$ cat src/rtl/debug_mem_dumper_if.sv
// Handshake and bus bundle between the debug memory dumper, the MEMORY stage debug
// read port and the UART transmitter.
interface debug_mem_dumper_if #(
  parameter int unsigned NB_DATA     = 32,
  parameter int unsigned NB_MEM_ADDR = 5,
  parameter int unsigned NB_BYTE     = 8
);
  logic                   i_start;
  logic [NB_DATA-1:0]     i_read_dm;
  logic                   i_tx_ready;
  logic                   o_debug_unit_flag;
  logic                   o_mem_read_enable;
  logic [NB_MEM_ADDR-1:0] o_mem_read_addr;
  logic [NB_BYTE-1:0]     o_tx_data;
  logic                   o_tx_valid;
  logic                   o_busy;
  logic                   o_done;

  modport master (
    input  i_start, i_read_dm, i_tx_ready,
    output o_debug_unit_flag, o_mem_read_enable, o_mem_read_addr,
           o_tx_data, o_tx_valid, o_busy, o_done
  );

  modport slave (
    output i_start, i_read_dm, i_tx_ready,
    input  o_debug_unit_flag, o_mem_read_enable, o_mem_read_addr,
           o_tx_data, o_tx_valid, o_busy, o_done
  );
endinterface

$ cat src/rtl/debug_mem_dumper.sv
// Sweeps the whole data memory through the debug read port and streams each word MSB-first
// as bytes to the UART. Define DEBUG_DUMP_CHECKSUM_EN to append a trailing XOR checksum byte.
module debug_mem_dumper #(
  parameter int unsigned NB_DATA     = 32,
  parameter int unsigned NB_MEM_ADDR = 5,
  parameter int unsigned NB_BYTE     = 8
) (
  input  logic                  i_clock,
  input  logic                  i_reset,
  debug_mem_dumper_if.master    bus
);
  localparam int unsigned NB_BYTES = NB_DATA / NB_BYTE;
  localparam int unsigned NB_IDX   = (NB_BYTES > 1) ? $clog2(NB_BYTES) : 1;
  localparam logic [NB_IDX-1:0]      LAST_IDX = NB_IDX'(NB_BYTES - 1);
  localparam logic [NB_MEM_ADDR-1:0] TOP_ADDR = '1;

`ifdef DEBUG_DUMP_CHECKSUM_EN
  typedef enum logic [2:0] {IDLE, REQ, LATCH, SEND, CSUM, DONE} state_e;
`else
  typedef enum logic [2:0] {IDLE, REQ, LATCH, SEND, DONE} state_e;
`endif

  state_e                 state_q, state_d;
  logic [NB_MEM_ADDR-1:0] addr_q, addr_d;
  logic [NB_IDX-1:0]      idx_q, idx_d;
  logic [NB_DATA-1:0]     word_q, word_d;
  logic                   flag_q, flag_d;
  logic                   ren_q, ren_d;
  logic [NB_MEM_ADDR-1:0] raddr_q, raddr_d;
  logic [NB_BYTE-1:0]     tx_data_q, tx_data_d;
  logic                   tx_valid_q, tx_valid_d;
  logic                   busy_q, busy_d;
  logic                   done_q, done_d;
`ifdef DEBUG_DUMP_CHECKSUM_EN
  logic [NB_BYTE-1:0]     csum_q, csum_d;
`endif

  // Byte idx of a word, byte 0 being the most significant
  function automatic logic [NB_BYTE-1:0] pick_byte(input logic [NB_DATA-1:0] w,
                                                   input logic [NB_IDX-1:0]  idx);
    pick_byte = '0;
    for (int unsigned i = 0; i < NB_BYTES; i++)
      if (NB_IDX'(i) == idx) pick_byte = w[NB_DATA-1-i*NB_BYTE -: NB_BYTE];
  endfunction

  always_ff @(posedge i_clock or posedge i_reset) begin
    if (i_reset) begin
      state_q    <= IDLE;
      addr_q     <= '0;
      idx_q      <= '0;
      word_q     <= '0;
      flag_q     <= 1'b0;
      ren_q      <= 1'b0;
      raddr_q    <= '0;
      tx_data_q  <= '0;
      tx_valid_q <= 1'b0;
      busy_q     <= 1'b0;
      done_q     <= 1'b0;
`ifdef DEBUG_DUMP_CHECKSUM_EN
      csum_q     <= '0;
`endif
    end else begin
      state_q    <= state_d;
      addr_q     <= addr_d;
      idx_q      <= idx_d;
      word_q     <= word_d;
      flag_q     <= flag_d;
      ren_q      <= ren_d;
      raddr_q    <= raddr_d;
      tx_data_q  <= tx_data_d;
      tx_valid_q <= tx_valid_d;
      busy_q     <= busy_d;
      done_q     <= done_d;
`ifdef DEBUG_DUMP_CHECKSUM_EN
      csum_q     <= csum_d;
`endif
    end
  end

  // Next state; outputs are decoded from the next state so they register in step with it
  always_comb begin
    state_d = state_q;
    addr_d  = addr_q;
    idx_d   = idx_q;
    word_d  = word_q;
`ifdef DEBUG_DUMP_CHECKSUM_EN
    csum_d  = csum_q;
`endif
    case (state_q)
      IDLE: if (bus.i_start) begin
        state_d = REQ;
        addr_d  = '0;
        idx_d   = '0;
`ifdef DEBUG_DUMP_CHECKSUM_EN
        csum_d  = '0;
`endif
      end
      REQ: state_d = LATCH;
      LATCH: begin
        word_d  = bus.i_read_dm;
        idx_d   = '0;
        state_d = SEND;
      end
      SEND: if (bus.i_tx_ready) begin
`ifdef DEBUG_DUMP_CHECKSUM_EN
        csum_d = csum_q ^ tx_data_q;
`endif
        if (idx_q == LAST_IDX) begin
          if (addr_q == TOP_ADDR) begin
`ifdef DEBUG_DUMP_CHECKSUM_EN
            state_d = CSUM;
`else
            state_d = DONE;
`endif
          end else begin
            addr_d  = addr_q + 1'b1;
            state_d = REQ;
          end
        end else begin
          idx_d = idx_q + 1'b1;
        end
      end
`ifdef DEBUG_DUMP_CHECKSUM_EN
      CSUM: if (bus.i_tx_ready) state_d = DONE;
`endif
      DONE:    state_d = IDLE;
      default: state_d = IDLE;
    endcase

    flag_d     = (state_d != IDLE) && (state_d != DONE);
    ren_d      = (state_d == REQ) || (state_d == LATCH);
    raddr_d    = ren_d ? addr_d : '0;
    tx_valid_d = (state_d == SEND);
    tx_data_d  = '0;
    if (state_d == SEND) tx_data_d = pick_byte(word_d, idx_d);
`ifdef DEBUG_DUMP_CHECKSUM_EN
    if (state_d == CSUM) begin
      tx_valid_d = 1'b1;
      tx_data_d  = csum_d;
    end
`endif
    busy_d = (state_d != IDLE);
    done_d = (state_d == DONE);
  end

  assign bus.o_debug_unit_flag = flag_q;
  assign bus.o_mem_read_enable = ren_q;
  assign bus.o_mem_read_addr   = raddr_q;
  assign bus.o_tx_data         = tx_data_q;
  assign bus.o_tx_valid        = tx_valid_q;
  assign bus.o_busy            = busy_q;
  assign bus.o_done            = done_q;
endmodule

$ cat src/flat_wrapper.sv
// flat-port wrapper written by rule: the top's interface ports become plain ports
module debug_mem_dumper_flat 
#(
  parameter int unsigned NB_DATA     = 32,
  parameter int unsigned NB_MEM_ADDR = 5,
  parameter int unsigned NB_BYTE     = 8
)
  (i_clock, i_reset, bus_i_start, bus_i_read_dm, bus_i_tx_ready, bus_o_debug_unit_flag, bus_o_mem_read_enable, bus_o_mem_read_addr, bus_o_tx_data, bus_o_tx_valid, bus_o_busy, bus_o_done);
  debug_mem_dumper_if #(.NB_DATA(NB_DATA), .NB_MEM_ADDR(NB_MEM_ADDR), .NB_BYTE(NB_BYTE)) bus_i ();
  input  logic i_clock;
  input  logic i_reset;
  input wire logic [$bits(bus_i.i_start)-1:0] bus_i_start;
  input wire logic [$bits(bus_i.i_read_dm)-1:0] bus_i_read_dm;
  input wire logic [$bits(bus_i.i_tx_ready)-1:0] bus_i_tx_ready;
  output wire logic [$bits(bus_i.o_debug_unit_flag)-1:0] bus_o_debug_unit_flag;
  output wire logic [$bits(bus_i.o_mem_read_enable)-1:0] bus_o_mem_read_enable;
  output wire logic [$bits(bus_i.o_mem_read_addr)-1:0] bus_o_mem_read_addr;
  output wire logic [$bits(bus_i.o_tx_data)-1:0] bus_o_tx_data;
  output wire logic [$bits(bus_i.o_tx_valid)-1:0] bus_o_tx_valid;
  output wire logic [$bits(bus_i.o_busy)-1:0] bus_o_busy;
  output wire logic [$bits(bus_i.o_done)-1:0] bus_o_done;
  assign bus_i.i_start = bus_i_start;
  assign bus_i.i_read_dm = bus_i_read_dm;
  assign bus_i.i_tx_ready = bus_i_tx_ready;
  assign bus_o_debug_unit_flag = bus_i.o_debug_unit_flag;
  assign bus_o_mem_read_enable = bus_i.o_mem_read_enable;
  assign bus_o_mem_read_addr = bus_i.o_mem_read_addr;
  assign bus_o_tx_data = bus_i.o_tx_data;
  assign bus_o_tx_valid = bus_i.o_tx_valid;
  assign bus_o_busy = bus_i.o_busy;
  assign bus_o_done = bus_i.o_done;
  debug_mem_dumper #(.NB_DATA(NB_DATA), .NB_MEM_ADDR(NB_MEM_ADDR), .NB_BYTE(NB_BYTE)) u_core (.i_clock(i_clock), .i_reset(i_reset), .bus(bus_i));
endmodule
$ cat config.mk
export PLATFORM = sky130hd
export DESIGN_NAME = debug_mem_dumper_flat
export DESIGN_NICKNAME = d
export VERILOG_FILES = /design/src/rtl/debug_mem_dumper_if.sv /design/src/rtl/debug_mem_dumper.sv /design/src/flat_wrapper.sv
export SDC_FILE = /design/constraint.sdc
export NUM_CORES = 1
export LEC_CHECK = 0
export BUFFER_PORTS_ARGS = -buffer_cell sky130_fd_sc_hd__buf_2
export CAP_MARGIN = 25
export CORE_AREA = 2 2 70 72
export DETAILED_ROUTE_END_ITERATION = 10
export DIE_AREA = 0 0 72 74
export MAX_ROUTING_LAYER = met4
export PLACE_DENSITY = 0.81
export REMOVE_ABC_BUFFERS = 1
export SLEW_MARGIN = 40
export SYNTH_ARGS = -nofsm -noshare
export SYNTH_HDL_FRONTEND = slang
export SYNTH_SLANG_ARGS = --single-unit
$ cat constraint.sdc
create_clock -name i_clock -period 3.47 [get_ports i_clock]
set_clock_uncertainty 0.15 [all_clocks]
set_input_delay 0.694 -clock i_clock [delete_from_list [all_inputs] [get_ports i_clock]]
set_output_delay 0.694 -clock i_clock [all_outputs]
set_load 0.01 [all_outputs]
==> results by group, run 1 <==
Floorplan
  • I/O Pins: 54
  • Core footprint: about 4600 um^2
  • Die Y: 74 um
  • Die width: between 70 and 80 um
  • Initial Util: 0.553
  • Total die area: around 5300 um^2
  • # rows: 25

Synth
  • Post-Syn Instances: approximately 190
  • Most common cell in the netlist: dfrtp_1
  • Post-synth EDFFs: 0
  • Synth top area share: 0.591
  • Asr flop ratio synth: 1.00
  • Syn_area_per_cell: between 10 and 15 um^2
  • Ranking of synthesized cells by area: dfrtp_1, mux2_2, mux2i_1, o2bb2ai_1, a21oi_1
  • Unique masters post-synth: 37
  • Synth top cells by count: dfrtp_1, mux2_2, a21oi_1
  • Sequential share of the synthesized area: 0.591
  • Ys flop type: dfrtp_1
  • Mapped cell area: 2540 um^2
  • Flops & latches, synth: 60
  • Post-synth top area cell: dfrtp_1
  • Synth Warn #: 0

Layout
  • Storage element area: approximately 1500 um^2
  • Layout Nets: around 280
  • Layout cells sized above 1: 0.466
  • Diode count: 0
  • Fin area: approximately 3000 um^2
  • Final Util: 0.655
  • Final Instance Count excl. Fillers: 303
  • Multi-input logic area: approximately 970 um^2
  • Layout filler cell count: 342
  • Area grow syn2layout: 18.5%

GRT
  • Total grt overflow: 0
  • Global-route wire length before repair: around 7.9 mm
  • GRT Resource Usage Total: 0.206
  • Vias in the first global route: between 1,500 and 2,000
  • Largest net degree at the start of global routing: 33
  • Antenna violations before repair: 0

Place
  • Placed inst area: between 2000 and 3000 um^2
  • Placed Cells incl. Taps: 288
  • I/O Buffers: 53
  • Detail Placement HPWL: ~3.4 mm
  • Post-Place Worst Slack: between 0.8 and 0.9 ns
  • GPL Wtd Cong: 0.875

STA
  • Final Slew Violations: 0
  • Hold Vio Cnt, Final: 0
  • Tcrit/Tclk final: 0.667
  • Post-route setup slack: between 1 and 1.5 ns
  • Final Setup Violations: 0
  • Setup_tns: 0 ns
  • Max Clock Freq: 0.432 GHz
  • Tightest Pin Transition: between 0.6 and 0.7 ns
  • Fin crit period: between 2 and 2.5 ns
  • RSZ-0062 raised after global routing: false
  • Hold_ws: between 0.2 and 0.3 ns
  • Rel. slew slack: 0.543

CTS
  • Clock Sinks: 60
  • CTS buffer count: 9
  • CTS tree: done
  • Post_cts resized: 0
  • Root Driver: clkbuf_8
  • Clock transition at path regs: about 0.060 ns
  • Setup bufs post-CTS: 0
  • Htree depth: 3
  • Clk_lat worst skew: approximately 0.33 ns
  • # hold bufs at CTS: 0
  • Max Root-Sink Buffers: 2

Outcome
  • Run status: finished clean

Min path
  • Hold WC Path Type: in -> async

Power and ir drop
  • Pwr per Cell Area: around 990 nW/um^2
  • Total power: ~3 mW
  • Flop pwr share: 0.383
  • Share of power burned in the clock network: 0.180
  • Comb power frac: 0.437
  • Int Pwr: slightly below 2 mW
  • Leakage: approximately 1.4 nW
  • Switching Fraction: 0.337
  • VDD IR max: between 600 and 700 uV
  • Psw: slightly above 1 mW

Drt
  • Vias/cell: around 5.5
  • Vias: between 1,500 and 2,000
  • ANT nets after route: 0
  • First-pass DRT Iterations: 4
  • WL/cell: between 15 and 20 um
  • DRC Markers: 0
  • Initial DRC count: 100
  • Routed WL: just under 5 mm

Worst setup path
  • CP Class: reg -> reg
  • Critical Path RT: 3.52 ns
  • CP Launch Type: flop
  • Worst EP arrival: 2.36 ns
  • Crit Path Max Fanout: 32
  • R2R Path Start: u_core.state_q[2]
  • Critical path launch point: u_core.state_q[2]
  • Crit end category: flop

Flow run
  • Max_cap viols: 0
==> final cells by class <==
type | instances | share of cell area
clock buffer | 13 | 0.0527
clock inverter | 2 | 0.00332
inverter | 1 | 0.00125
multi-input combinational | 115 | 0.321
sequential | 60 | 0.498
tap | 54 | 0.0224
timing repair buffer | 58 | 0.100
==> worst paths after layout <==
check,to,slack (ns),cells after the start
max,u_core.bus.o_tx_data[4],1.16,6
min,u_core.word_q[11],0.28,2
max reg2reg,u_core.bus.o_tx_data[4],1.16,6
min reg2reg,u_core.word_q[26],0.34,1
max in group asynchronous,u_core.bus.o_tx_data[1],2.07,3
min in group i_clock,u_core.word_q[26],0.34,1
==> placed cells by master (no fill, tap or decap), types with 4 or more instances in the layout <==
cell type,count
o2bb2ai_1,8
nand3_1,5
mux2_2,39
nor2b_1,4
a21oi_1,9
and2_1,4
o21ai_0,4
clkbuf_8,11
nor2_1,6
buf_2,53
mux2i_1,8
buf_4,5
dfrtp_1,60
==> power by group through the flow <==
stage / clock network [mW] / logic (mW) / registers, mW
floorplan: 0 / 0.947 / 1.16
global placement: 0 / 1.27 / 1.14
detailed placement: 0 / 1.31 / 1.16
CTS: 0.551 / 1.32 / 1.15
global route: 0.584 / 1.45 / 1.17
finish: 0.537 / 1.31 / 1.14
==> registers in the layout, indices dropped and copies added (netlist names) <==
signal	flops
u_core.bus.o_mem_read_addr	5
u_core.bus.o_tx_data	8
u_core.addr_q	5
u_core.bus.o_done	1
u_core.word_q	32
u_core.bus.o_tx_valid	1
u_core.bus.o_mem_read_enable	1
u_core.bus.o_busy	1
u_core.state_q	3
u_core.idx_q	2
u_core.bus.o_debug_unit_flag	1
==> critical path, stage by stage (launching register included) <==
cell and delay [ns]:
dfrtp_1 0.43, nand2b_1 0.28, nor2_2 0.13, buf_4 0.38, mux2_2 0.40, mux2_2 0.27, o2bb2ai_1 0.14
==> metal layers <==
metal / vias to the layer above / global-route usage / share of wire
met3: 11 / 0.0650 / 0.063
met5: - / - / 0
li1: 791 / - / -
met2: 54 / 0.319 / 0.49
met4: 0 / 0.101 / 0.020
met1: 801 / 0.247 / 0.43
==> cell families (layout without fill, tap and decap cells) <==
logic type,after synthesis,count (layout),share of synthesized area
DFF,60,60,0.591
AOI/OAI and AO/OA,30,30,0.0817
and+or+nand+nor,35,35,0.0797
xor gates and xnor gates,1,1,0.00345
buffers and inverters,11,74,0.0295
adders and majority gates,1,1,0.00492
muxes,48,48,0.210
(Power assumes the default switching activity.)
==> run 2, diff against run 1 <==
CORE_AREA = 2 2 76 78   (was 2 2 70 72)
DIE_AREA = 0 0 78 80   (was 0 0 72 74)
PLACE_DENSITY = 0.73   (was 0.81)
clock period = 1.9 ns   (was 3.47 ns; I/O delays follow)
==> run 2 against run 1 <==
Via count rose by 8.0%; utilization fell by 1.0 points; first-iteration DRC count fell by 32%; die area rose by 17%; count of clock-buffer cells in the layout did not move; critical path depth rose by 1; setup slack got worse by 1.1 ns; routed wire length rose by 8.7%.
==> results by group, run 2 (same netlist as run 1, synthesis figures left out) <==
Power and ir drop
  • Int Pwr: 4.46 mW (was 1.98 mW)
  • Comb power frac: 0.493 (was 0.437)
  • Pwr per Cell Area: 1880 nW/um^2 (was 992 nW/um^2)
  • Switching Fraction: 0.320 (was 0.337)
  • Share of power burned in the clock network: 0.188 (was 0.180)
  • VDD IR max: 992 uV (was 657 uV)
  • Psw: 2.10 mW (was 1.01 mW)
  • Flop pwr share: 0.319 (was 0.383)
  • Leakage: 1.65 nW (was 1.41 nW)

Layout
  • Most flop-heavy register: u_core.word_q (unchanged)
  • Commonest non-fill, non-tap cell in the layout: dfrtp_1 (unchanged)
  • Layout Nets: 308 (was 282)
  • Area grow syn2layout: 37.2% (was 18.5%)
  • Diode count: 0 (unchanged)
  • Max FFs per register: 32 (unchanged)
  • Layout cells sized above 1: 0.569 (was 0.466)
  • Commonest non-fill, non-tap cells in the layout: dfrtp_1, buf_2, mux2_2 (unchanged)
  • Layout filler cell count: 422 (was 342)

Place
  • GPL Wtd Cong: 0.873 (was 0.875)
  • I/O Buffers: 53 (unchanged)
  • Post-Place Worst Slack: -0.0355 ns (was 0.888 ns)
  • Detail Placement HPWL: 3.29 mm (was 3.38 mm)

STA
  • Post-route setup slack: 0.0138 ns (was 1.16 ns)
  • Fin crit period: 1.89 ns (was 2.31 ns)
  • Max Clock Freq: 0.530 GHz (was 0.432 GHz)
  • Tightest Pin Transition: 0.468 ns (was 0.676 ns)
  • RSZ-0062 raised after global routing: true (was false)
  • Tcrit/Tclk final: 0.993 (was 0.667)
  • Final Setup Violations: 0 (unchanged)
  • Hold_ws: 0.138 ns (was 0.282 ns)
  • Final Slew Violations: 0 (unchanged)
  • Hold Vio Cnt, Final: 0 (unchanged)
  • Rel. slew slack: 0.688 (was 0.543)

Floorplan
  • Initial Util: 0.470 (was 0.553)
  • # rows: 27 (was 25)
  • Total die area: 6240 um^2 (was 5330 um^2)
  • Die Y: 80 um (was 74 um)
  • Die width: 78 um (was 72 um)
  • I/O Pins: 54 (unchanged)
  • Core footprint: 5410 um^2 (was 4600 um^2)

Drt
  • Vias/cell: 5.14 (was 5.47)
  • Initial DRC count: 68 (was 100)
  • Routed WL: 5.23 mm (was 4.81 mm)
  • Vias: 1,790 (was 1,657)
  • DRC Markers: 0 (unchanged)
  • ANT nets after route: 0 (unchanged)
  • WL/cell: 15.0 um (was 15.9 um)
  • First-pass DRT Iterations: 4 (unchanged)

Worst setup path
  • Crit Path Max Fanout: 7 (was 32)
  • Critical Path RT: 1.96 ns (was 3.52 ns)
  • R2R Setup Slk: 0.01 ns (was 1.16 ns)
  • Worst EP arrival: 1.94 ns (was 2.36 ns)
  • R2R Path Start: u_core.state_q[2] (unchanged)
  • RR Endpoint: u_core.bus.o_tx_data[5] (was u_core.bus.o_tx_data[4])
  • Crit end category: flop (unchanged)
  • Register-to-Register Path Depth: 7 (was 6)
  • CP Class: reg -> reg (unchanged)
  • CP Capture Point: u_core.bus.o_tx_data[5] (was u_core.bus.o_tx_data[4])
  • CP Launch Type: flop (unchanged)
  • Critical path launch point: u_core.state_q[2] (unchanged)

CTS
  • Clock Sinks: 60 (unchanged)
  • Htree depth: 3 (unchanged)
  • CTS tree: done (unchanged)
  • CTS buffer count: 9 (unchanged)
  • Clock transition at path regs: 0.07 ns (was 0.06 ns)
  • Clk_lat worst skew: 0.34 ns (was 0.33 ns)
  • Max Root-Sink Buffers: 2 (unchanged)
  • Root Driver: clkbuf_8 (unchanged)

Min path
  • Min-delay src: bus_i_read_dm[7]
  • Hold WC Path Type: in -> reg (was in -> async)

Flow run
  • Max_cap viols: 0 (unchanged)

Outcome
  • Run status: finished clean (unchanged)

GRT
  • Vias in the first global route: 1,790 (was 1,690)
  • Antenna violations before repair: 0 (unchanged)
  • Total grt overflow: 0 (unchanged)
  • Largest net degree at the start of global routing: 61 (was 33)
  • GRT Resource Usage Total: 0.187 (was 0.206)
  • Global-route wire length before repair: 8.51 mm (was 7.94 mm)
run 2: worst max-delay path, cell delays in order, from the launching register on:
cell and delay, ns:
dfrtp_1 0.38, nand2b_4 0.15, nor2_4 0.10, buf_6 0.14, buf_12 0.14, mux2_4 0.31, mux2_2 0.26, o2bb2ai_1 0.13
run 2: cell type report:
type | instances | area [um^2] | share of cell area
inverter | 1 | 3.75 | 0.00108
timing repair buffer | 84 | 594 | 0.170
clock inverter | 3 | 42.5 | 0.0122
sequential | 60 | 1500 | 0.431
tap | 72 | 90.1 | 0.0258
clock buffer | 13 | 179 | 0.0513
multi-input combinational | 115 | 1070 | 0.308
run 2: worst min-delay path by stage:
stage / end / cells past startpoint
2_1_floorplan: u_core.word_q[10] / 1
3_3_place_gp: u_core.bus.o_mem_read_addr[2] / 3
3_5_place_dp: u_core.bus.o_mem_read_addr[4] / 3
4_1_cts: u_core.word_q[24] / 2
5_1_grt: u_core.word_q[29] / 2
6_report: u_core.word_q[7] / 2
run 2: power groups by stage:
stage	Combinational, mW	Sequential (mW)	Clock [mW]
after global routing	3.51	2.15	1.33
after CTS	3.07	2.08	1.27
after detailed placement	2.71	2.08	0
after floorplan	1.73	2.11	0
final	3.24	2.09	1.23
after global placement	2.65	2.07	0
run 2: layer usage:
metal  track usage  vias to the layer above  part of all wire
met5             -                        -                 0
met4        0.0807                        0             0.011
met3        0.0486                        9             0.050
met2         0.287                       45              0.48
met1         0.235                      894              0.46
li1              -                      842                 -
run 2: what timing repair did:
item / in CTS / in global routing
pin swaps: 0 / 1
gates resized for setup: 16 / 17
cloned: 2 / 1
endpoints found under the setup margin: 8 / 11
hold endpoints to repair: 60 / 0
buffers inserted: 5 / 1
hold buffers: 1 / 0
run 2: stage by stage:
step | instance area (um^2) | util | total power [mW] | setup TNS, ns | cells
2_1_floorplan | 2470 | - | 3.84 | -41.50 | 176
4_1_cts | 3420 | 0.632 | 6.41 | 0 | 347
5_1_grt | 3490 | 0.645 | 6.99 | -0.202 | 348
3_3_place_gp | 3040 | 0.562 | 4.71 | 0 | 324
6_report | 3490 | 0.645 | 6.56 | 0 | 348
3_5_place_dp | 3040 | 0.562 | 4.80 | -0.147 | 324
==> run 3, diff against run 2 <==
ABC_CLOCK_PERIOD_IN_PS = 1900   (was default)
CORE_AREA = 2 2 90 66   (was 2 2 76 78)
DIE_AREA = 0 0 92 68   (was 0 0 78 80)
PLACE_DENSITY = 0.74   (was 0.73)
==> run 3 against run 2 <==
Die area up 0.26%; fmax shrank 0.63%; routed wire length increased by 10%; worst hold slack worse by 0.013 ns; global-route usage grew 1.0 points; via count up 2.4%; sequential cell count did not move; total power grew 6.5%; non-clock buffer count is 2 higher; critical path depth is the same; sequential power about the same; register-to-register slack hardly changed; critical path type unchanged; largest cell class unchanged; largest power group unchanged.
==> results by group, run 3 (same netlist as run 1, synthesis figures left out) <==
Outcome
  • Run status: finished clean (unchanged)

Worst setup path
  • Critical path's top delay family: multiplexers (unchanged)
  • CP Launch Type: flop (unchanged)
  • R2R Path Start: u_core.state_q[2] (unchanged)
  • Slowest cell on crit path: dfrtp_1 (unchanged)
  • Worst EP arrival: 1.97 ns (was 1.94 ns)
  • Critical path launch point: u_core.state_q[2] (unchanged)
  • CP Class: reg -> reg (unchanged)
  • Worst path max stage delay: 0.39 ns (was 0.38 ns)
  • CP cell instances: nand2b_4 > nor2_4 > buf_12 > buf_12 > mux2_4 > mux2_4 > o2bb2ai_1 (was nand2b_4 > nor2_4 > buf_6 > buf_12 > mux2_4 > mux2_2 > o2bb2ai_1)
  • Crit Path Max Fanout: 7 (unchanged)
  • Worst Path Buf+Inv: 2 (unchanged)
  • Crit end category: flop (unchanged)
  • Critical Path RT: 1.97 ns (was 1.96 ns)

Min path
  • Hold WC Path Type: in -> reg (unchanged)
  • Min-delay src: bus_i_read_dm[9] (was bus_i_read_dm[7])

Layout
  • Layout cells sized above 1: 0.558 (was 0.569)
  • Diode count: 0 (unchanged)
  • Final Util: 0.650 (was 0.645)
  • Area grow syn2layout: 39.8% (was 37.2%)
  • Max FFs per register: 32 (unchanged)
  • Commonest non-fill, non-tap cell in the layout: dfrtp_1 (unchanged)
  • Commonest non-fill, non-tap cells in the layout: dfrtp_1, buf_2, mux2_4 (was dfrtp_1, buf_2, mux2_2)
  • Most flop-heavy register: u_core.word_q (unchanged)
  • Fin area: 3550 um^2 (was 3490 um^2)
  • Final Instance Count excl. Fillers: 353 (was 348)
  • Storage element area: 1500 um^2 (about the same)
  • Layout filler cell count: 412 (was 422)
  • Multi-input logic area: 1130 um^2 (was 1070 um^2)
  • Layout Nets: 310 (was 308)

GRT
  • Vias in the first global route: 1,741 (was 1,790)
  • GR Util met3: 0.0760 (was 0.0486)
  • Total grt overflow: 0 (unchanged)
  • Largest net degree at the start of global routing: 21 (was 61)
  • Global-route wire length before repair: 8.77 mm (was 8.51 mm)
  • Met1 Use GR: 0.242 (was 0.235)
  • Met2 GRT Util: 0.296 (was 0.287)
  • GRT Resource Usage Total: 0.197 (was 0.187)
  • Gr busiest metal: met2 (unchanged)
  • Antenna violations before repair: 0 (unchanged)

Floorplan
  • I/O Pins: 54 (unchanged)
  • Die width: 92 um (was 78 um)
  • Initial Util: 0.465 (was 0.470)
  • Die Y: 68 um (was 80 um)
  • Total die area: 6260 um^2 (was 6240 um^2)
  • Core footprint: 5470 um^2 (was 5410 um^2)
  • # rows: 23 (was 27)

CTS
  • Clock Sinks: 60 (unchanged)
  • CTS buffer count: 9 (unchanged)
  • Clk_lat worst skew: 0.35 ns (was 0.34 ns)
  • Max Root-Sink Buffers: 2 (unchanged)
  • Root Driver: clkbuf_8 (unchanged)
  • CTS tree: done (unchanged)
  • Htree depth: 3 (unchanged)
  • Clock transition at path regs: 0.07 ns (about the same)

STA
  • Hold_ws: 0.125 ns (was 0.138 ns)
  • Max Clock Freq: 0.527 GHz (was 0.530 GHz)
  • Hold Vio Cnt, Final: 0 (unchanged)
  • Tcrit/Tclk final: 0.999 (was 0.993)
  • Tightest Pin Transition: 0.497 ns (was 0.468 ns)
  • Final Setup Violations: 0 (unchanged)
  • Post-route setup slack: 0.00185 ns (was 0.0138 ns)
  • Final Slew Violations: 0 (unchanged)
  • Rel. slew slack: 0.667 (was 0.688)
  • Fin crit period: 1.90 ns (was 1.89 ns)
  • RSZ-0062 raised after global routing: true (unchanged)
  • Setup_tns: 0 ns (unchanged)

Place
  • GPL Wtd Cong: 0.859 (was 0.873)
  • Placed inst area: 3030 um^2 (was 3040 um^2)
  • Placed Cells incl. Taps: 330 (was 324)
  • Detail Placement HPWL: 3.67 mm (was 3.29 mm)
  • I/O Buffers: 53 (unchanged)
  • Post-Place Worst Slack: -0.0550 ns (was -0.0355 ns)

Drt
  • Vias/cell: 5.19 (was 5.14)
  • Initial DRC count: 101 (was 68)
  • DRC Markers: 0 (unchanged)
  • ANT nets after route: 0 (unchanged)
  • Vias: 1,833 (was 1,790)
  • Routed WL: 5.75 mm (was 5.23 mm)
  • WL/cell: 16.3 um (was 15.0 um)
  • First-pass DRT Iterations: 4 (unchanged)

Power and ir drop
  • VDD IR max: 842 uV (was 992 uV)
  • Leakage: 1.71 nW (was 1.65 nW)
  • Total power: 6.99 mW (was 6.56 mW)
  • Pwr per Cell Area: 1970 nW/um^2 (was 1880 nW/um^2)

Flow run
  • Max_cap viols: 0 (unchanged)
## run 3: path summary, 6_finish.rpt
path / slack (ns) / cells past startpoint / to
max in group asynchronous: 0.68 / 4 / u_core.state_q[0]
max reg2reg: 0.002 / 7 / u_core.bus.o_tx_data[7]
min: 0.13 / 2 / u_core.word_q[9]
min reg2reg: 0.35 / 1 / u_core.word_q[12]
min in group asynchronous: 0.37 / 3 / u_core.bus.o_tx_data[4]
max: 0.002 / 7 / u_core.bus.o_tx_data[7]
## run 3: final cells by class
| cell class | count | area share |
|---|---|---|
| tap | 75 | 0.0264 |
| multi-input combinational | 115 | 0.317 |
| inverter | 1 | 0.00106 |
| sequential | 60 | 0.423 |
| clock inverter | 5 | 0.0236 |
| clock buffer | 11 | 0.0426 |
| timing repair buffer | 86 | 0.166 |
## run 3: metal layers
| layer | vias to the layer above | part of all wire |
|---|---|---|
| li1 | 847 | - |
| met1 | 914 | 0.46 |
| met2 | 62 | 0.47 |
| met3 | 10 | 0.061 |
| met4 | 0 | 0.015 |
| met5 | - | 0 |
## run 3: worst register-to-register path: cells and delay by family (launching register included)
kind / cells / cell delay [ns]
DFF: 1 / 0.39
AOI/OAI and AO/OA: 1 / 0.12
buffers and inverters: 2 / 0.25
and+or+nand+nor: 2 / 0.28
muxes: 2 / 0.59
## run 3: report_power, final
group,switching [mW],leakage (nW),internal (mW)
combinational,1.51,0.873,2.07
sequential,0.229,0.723,1.85
clock,0.517,0.112,0.811
## run 3: what timing repair did
action	in CTS	in global routing
cloned	2	0
hold buffers	1	0
endpoints found under the hold margin	11	0
gates resized for setup	21	32
endpoints found under the setup margin	8	9
pin swaps	1	5
buffers inserted	4	1
